===== src/rtl/router_sync_n.sv =====
// Router synchroniser for NUM_CH output FIFOs.
// Latches the header destination and steers the FSM write request to one FIFO.
// Returns that FIFO's full flag and drives per-channel valid outputs.
// A per-channel watchdog flushes any FIFO whose data sits unread for TIMEOUT cycles.
module router_sync_n #(
  parameter int NUM_CH  = 3,
  parameter int ADDR_W  = 2,
  parameter int TIMEOUT = 30,
  parameter int CNT_W   = 5
) (
  input  logic              clock,
  input  logic              reset,
  input  logic              detect_addr,
  input  logic [ADDR_W-1:0] data_in,
  input  logic              write_en_reg,
  input  logic [NUM_CH-1:0] full,
  input  logic [NUM_CH-1:0] empty,
  input  logic [NUM_CH-1:0] read_en,
  input  logic [NUM_CH-1:0] timeout_clr,
  output logic [NUM_CH-1:0] write_enb,
  output logic              fifo_full,
  output logic [NUM_CH-1:0] vld_out,
  output logic [NUM_CH-1:0] soft_reset,
  output logic              addr_err,
  output logic [NUM_CH-1:0] timeout_sticky
);

  logic [ADDR_W-1:0] fifo_addr;
  logic              addr_valid;
  logic [CNT_W-1:0]  cnt      [NUM_CH];
  logic [CNT_W-1:0]  cnt_next [NUM_CH];
  logic [NUM_CH-1:0] pulse_next;

  // Header address latch; only a detect_addr strobe can change the selection
  always_ff @(posedge clock) begin
    if (reset) begin
      fifo_addr  <= '0;
      addr_valid <= 1'b1;
    end else if (detect_addr) begin
      fifo_addr  <= data_in;
      addr_valid <= ({1'b0, data_in} < (ADDR_W+1)'(NUM_CH));
    end
  end

  assign addr_err = ~addr_valid;
  assign vld_out  = ~empty;

  // One-hot write steering; full is deliberately not used here, the FSM gates on fifo_full
  always_comb begin
    write_enb = '0;
    for (int i = 0; i < NUM_CH; i++) begin
      if (addr_valid && write_en_reg && (fifo_addr == ADDR_W'(i)))
        write_enb[i] = 1'b1;
    end
  end

  // Full flag of the selected FIFO; an illegal address reports not-full
  always_comb begin
    fifo_full = 1'b0;
    for (int i = 0; i < NUM_CH; i++) begin
      if (addr_valid && (fifo_addr == ADDR_W'(i)))
        fifo_full = full[i];
    end
  end

  // Watchdog next state: empty or read restarts the count, expiry wraps and requests a flush
  always_comb begin
    pulse_next = '0;
    for (int i = 0; i < NUM_CH; i++) begin
      cnt_next[i] = cnt[i] + CNT_W'(1);
      if (empty[i] || read_en[i]) begin
        cnt_next[i] = '0;
      end else if (cnt[i] == CNT_W'(TIMEOUT - 1)) begin
        cnt_next[i]   = '0;
        pulse_next[i] = 1'b1;
      end
    end
  end

  // Watchdog counters and the one-cycle soft reset pulses
  always_ff @(posedge clock) begin
    if (reset) begin
      for (int i = 0; i < NUM_CH; i++) cnt[i] <= '0;
      soft_reset <= '0;
    end else begin
      for (int i = 0; i < NUM_CH; i++) cnt[i] <= cnt_next[i];
      soft_reset <= pulse_next;
    end
  end

  // Sticky timeout log; it rises together with the pulse and a coincident clear loses
  always_ff @(posedge clock) begin
    if (reset)
      timeout_sticky <= '0;
    else
      timeout_sticky <= (timeout_sticky & ~timeout_clr) | pulse_next | soft_reset;
  end

endmodule


===== config.mk =====
export PLATFORM = sky130hd
export DESIGN_NAME = router_sync_n
export DESIGN_NICKNAME = d
export VERILOG_FILES = /design/src/rtl/router_sync_n.sv
export SDC_FILE = /design/constraint.sdc
export NUM_CORES = 1
export LEC_CHECK = 0
export ABC_AREA = 0
export ABC_CLOCK_PERIOD_IN_PS = 1600
export CAP_MARGIN = 20
export CORE_UTILIZATION = 30
export DETAILED_ROUTE_END_ITERATION = 12
export PLACE_DENSITY = 0.62
export SYNTH_ARGS = -nofsm -noshare
export SYNTH_HDL_FRONTEND = slang
export SYNTH_SLANG_ARGS = --single-unit

===== constraint.sdc =====
create_clock -name clock -period 1.6 [get_ports clock]
set_clock_uncertainty 0.05 [all_clocks]
set_input_delay 0.32 -clock clock [delete_from_list [all_inputs] [get_ports clock]]
set_output_delay 0.32 -clock clock [all_outputs]
set_load 0.05 [all_outputs]

# [Word level (Yosys, flattened, before mapping)]
# Memories as Yosys holds them, arrays and structs flattened.
# Index checks and enable logic that the tools add are counted.
# Widths: inputs -> output; s select.
[word_totals] ff_bits=9 ramBits=15 in_bits=18 output_inout_bits=14 word_cells=58 n_memories=1
[mem_list] memory="cnt" words=3 width=5 rd=3 rd_clocked_by_memory_dff=0 wr=3 line_no="30" text="logic [CNT_W-1:0] cnt [NUM_CH];"
[op_classes] add_sub_neg=3 n_lt_le_gt_ge=1 n_eq_ne=5 n_mux=24 bitwise=9 n_reduce_logical=11
[op_table] op="$mux 5" count=9
[op_table] op="$add 5x1->5 const B" count=3
[op_table] op="$eq 5x5->1 const B" count=3
[op_table] op="$mux 1" count=15
[op_table] op="$logic_and 1x1->1" count=7
[op_table] op="$not 3->3" count=2
[op_table] op="$or 3x3->3" count=2
[op_table] op="$and 3x3->3" count=1
[op_table] op="$logic_or 1x1->1" count=3
[op_table] op="$or 1x1->1" count=3
[op_table] op="$eq 2x1->1 const B" count=1
[op_table] op="$eq 2x2->1 const B" count=1
[op_table] op="$logic_not 2->1" count=1
[op_table] op="$lt 2x2->1 const B" count=1
[op_table] op="$not 1->1" count=1

# [Logic depth before layout (Yosys ltp)]
[logic_depth] word_depth=5 mapped_depth=5 depth_no_buf=5

# [Worst setup path after synthesis]
# OpenSTA, ideal clock, no wires.
[synth_path] path_type="reg-to-output" startpoint="reg addr_valid" endpoint="out write_enb[1]" arrival_ns=1.567 t_required_ns=1.230 slack_ns=-0.337 stages_incl_launch_ff=3 path_buffers=0 cell_sequence="dfxtp_1 > nand2_1 > nor3b_1"
[synth_between] elab_chain_len=3
[synth_lines] item="start, declared" line_no="29" text="logic addr_valid;"
[synth_lines] item="start signal, assigned" line_no="41" text="addr_valid <= ({1'b0, data_in} < (ADDR_W+1)'(NUM_CH));"
[synth_lines] item="$logic_and 1x1->1 (2 in series)" line_no="52" text="if (addr_valid && write_en_reg && (fifo_addr == ADDR_W'(i)))"
[synth_lines] item="$mux 1" line_no="52"
[synth_lines] item="end, declared" line_no="20" text="output logic [NUM_CH-1:0] write_enb,"
# Every way passes these cells.

# [Worst setup path in the final report]
[layout_path] startpoint="reg fifo_addr[0]" endpoint="out fifo_full"
[layout_between] elab_chain_len=5 elab_cells_between_ends=9
[layout_lines] item="start, declared" line_no="28" text="logic [ADDR_W-1:0] fifo_addr;"
[layout_lines] item="start signal, assigned" line_no="40" text="fifo_addr <= data_in;"
[layout_lines] item="$logic_not 2->1" line_no="61" text="if (addr_valid && (fifo_addr == ADDR_W'(i)))"
[layout_lines] item="$logic_and 1x1->1" line_no="61"
[layout_lines] item="$mux 1 (2 in series)" line_no="61"
[layout_lines] item="$mux 1 *" line_no="61"
[layout_lines] item="end, declared" line_no="21" text="output logic fifo_full,"
# Every way passes the cells marked *; elsewhere a longest branch is shown, timed or not.

==> results by group <==
Outcome
  – Status: complete, but fails checks
  – Failing checks: setup timing

Drt
  – Via count: 805
  – Antenna-violating nets left: 0
  – Final wirelength: 1905 µm
  – DR iter-0 viols: 36
  – Post-route DRC: 0
  – Wire per inst: 10.24 µm
  – Drt first pass iters: 4
  – Vias per std cell: 4.328

Cells and area
  – Area growth from synthesis to layout: 51.86%
  – Most frequent cells in the layout: dfxtp_1 (21), nor2_1 (17), clkdlybuf4s50_1 (14)
  – FILL cells: 293
  – # diodes: 0
  – Most common cell after layout, fill and taps aside: dfxtp_1
  – Fin util: 49.08%
  – Post-layout nets: 167
  – Share of cells above drive strength 1: 24.65%
  – Non-Filler Instances: 186

Worst setup path
  – Flop2flop setup slack: 0.42 ns
  – CP required: 1.23 ns
  – CP top delay family: flip-flops
  – Max incr delay on CP: 0.39 ns
  – CP Max Fanout: 6
  – CP Buf/Inv Count: 1
  – Worst EP arrival: 1.26 ns
  – CP Cell Sequence: mux2i_1 -> o21a_1 -> nor2_2 -> buf_12
  – R2R depth: 5
  – Critical path origin: fifo_addr[0]
  – CP Capture Type: output pin
  – Setup CP Type: flop to output pin
  – Critical Path Slowest Stage Cell: dfxtp_4
  – Worst r2r src: cnt[0][6]
  – Worst setup SP type: flop
  – Worst r2r dst: timeout_sticky[1]

Min path
  – Worst hold path type: flop to flop
  – Hold path cells: 1
  – Hold EP: cnt[0][5]
  – Worst Hold Launch: cnt[0][5]

Timing
  – Max Fclk: 611.9 MHz
  – Slew Limit Fails: 0
  – Final Critical Period: 1.634 ns
  – Final worst setup slack: -0.03412 ns
  – Slew HR: 77.97%
  – RSZ-0062 raised after global routing: yes
  – Final Hold Fails: 0
  – Fin crit share: 102.1%
  – Actual slew at the worst max-slew pin: 0.3294 ns
  – Final setup violation count: 1

CTS
  – Setup bufs post-CTS: 0
  – Clk Latency, worst-skew pair: 0.31 ns
  – CTS Buf Count: 3
  – H-tree Lvls: 1
  – CTS root buffer: clkbuf_4
  – CTS tree: done
  – Clk pin slew, worst setup/hold paths: 0.13 ns
  – Num Clock Sinks: 24
  – Clock buffer depth: 2

Power
  – Pwr per Cell Area: 809.3 nW/µm²
  – Clock share of power: 34.5%
  – Switching share of power: 22.36%
  – P_int: 0.9647 mW
  – Reg power frac: 49.6%
  – Gate power share: 15.9%
  – VDD IR-drop max: 0.0002940 V
  – Leak: 0.6319 nW
  – Psw: 0.2779 mW

Synth
  – Syn Inst Count: 104
  – Yosys reg bits: 24
  – Syn nets: 128
  – Mapped Area: 1011 µm²
  – Yosys warns: 0
  – Post-synth cell types: 23
  – Sequential fraction of the synthesis area: 47.52%
  – Synthesized area per cell: 9.721 µm²

Run
  – Max Cap Viol: 0

Global route
  – Met3 usage: 1.515%
  – Vias in the first global route: 809
  – Initial antenna violation count: 0
  – GRT Total Usage: 12.00%
  – Remaining global-route overflow: 0
  – Met2 Usage GRT: 23.33%
  – First-pass GRT wire length: 3139 µm
  – Largest net degree at the start of global routing: 15
  – Met1 Usage GRT: 11.16%
  – Most Crowded Layer GR: met2

Die
  – Initial Util: 32.32%
  – Die area: 3606 µm²
  – Core Area: 3128 µm²
  – I/O pin cnt: 32
  – Chip width: 60.05 µm
  – Die Height: 60.05 µm
  – FP Rows: 20

Place
  – DP Cell Count: 182
  – PortBufs: 31
  – Placer Congestion: 0.6081
  – Dpl hpwl: 1566 µm
  – DP Worst Slack: -0.1558 ns
==> cell type report <==
| type | count | area (µm²) | area share, % |
|---|---|---|---|
| Inverter | 10 | 37.54 | 2.445 |
| Sequential cell | 24 | 486.7 | 31.70 |
| Clock inverter | 1 | 30.03 | 1.956 |
| Timing Repair Buffer | 35 | 401.6 | 26.16 |
| Clock buffer | 3 | 22.52 | 1.467 |
| Tap cell | 44 | 55.05 | 3.586 |
| Multi-Input combinational cell | 69 | 501.7 | 32.68 |
==> metrics by stage <==
step	area [µm²]	hold slack [ns]	TNS (ns)	total power [mW]
floorplan	1013	0.3834	-0.8746	0.7093
global placement	1463	0.3968	-0.2965	0.8237
detailed placement	1463	0.4107	-0.4178	0.8272
CTS	1533	0.4413	-0.06107	1.263
global route	1535	0.4585	-0.2336	1.297
finish	1535	0.4340	-0.03412	1.243
==> logic make-up (layout without fill, tap and decap cells) <==
group           count (synthesis)  after routing  share of synthesized area [%]
buf+inv                        11             49                          4.827
mux                             3              3                          2.970
xor+xnor                        9              9                          7.797
fa+ha+maj                       6              6                          7.426
compound gates                  8              8                          4.950
simple gates                   43             43                          24.50
flops                          24             24                          47.52
==> layer usage <==
layer  vias up  share of wire [%]  wire, µm
li1        414                  -         -
met1       358                 41       781
met2        28                 50       957
met3         5                5.2       100
met4         0                3.4        65
met5         -                  0         0
==> Yosys cell counts <==
cell type	number	area [µm²]
a21oi_1	3	15.01
and2b_1	1	7.510
buf_6	1	11.26
dfxtp_1	24	480.5
ha_1	6	75.07
inv_1	10	37.54
mux2i_1	3	30.03
nand2_1	4	15.01
nand2b_1	1	6.260
nand3_1	7	35.03
nand3b_1	1	7.510
nand4_1	3	18.77
nor2_1	18	67.56
nor2b_4	2	27.53
nor3_1	1	5.000
nor3_2	1	10.01
nor3_4	2	32.53
nor3b_1	2	15.01
o21a_1	1	7.510
o21ai_0	1	5.000
o21bai_1	3	22.52
xnor2_1	3	26.28
xor2_1	6	52.55
==> how the worst max path moves through the flow <==
stage / end / slack [ns] / depth (start not counted)
after floorplan: write_enb[1] / -0.34 / 2
after global placement: write_enb[1] / -0.08 / 5
after detailed placement: write_enb[1] / -0.16 / 5
after CTS: fifo_full / -0.06 / 4
after global routing: fifo_full / -0.11 / 4
final: fifo_full / -0.03 / 4
==> worst reg2reg max path, delay by kind of cell (launching register included) <==
kind | cells | cell delay, ns
adder cells (fa/ha/maj) | 1 | 0.17
AO/OA/AOI/OAI | 1 | 0.14
AND/OR/NAND/NOR | 2 | 0.30
buffers and inverters | 1 | 0.05
flip-flops | 1 | 0.37
==> sequential cells by signal, indices dropped and copies added (netlist names) <==
register and flops:
addr_valid 1, soft_reset 3, timeout_sticky 3, fifo_addr 2, cnt 15
==> power groups by stage <==
| stage | combinational [mW] | sequential, mW | clock (mW) |
|---|---|---|---|
| global placement | 0.196 | 0.627 | 0 |
| floorplan | 0.0836 | 0.626 | 0 |
| detailed placement | 0.199 | 0.628 | 0 |
| CTS | 0.200 | 0.617 | 0.447 |
| global route | 0.211 | 0.618 | 0.469 |
| finish | 0.198 | 0.616 | 0.429 |
==> repair_timing <==
action | in CTS | in global routing
setup endpoints to repair | 4 | 4
gates resized for setup | 10 | 1
pin swaps | 2 | 1
hold buffers | 0 | 0
(Power assumes the default switching activity.)
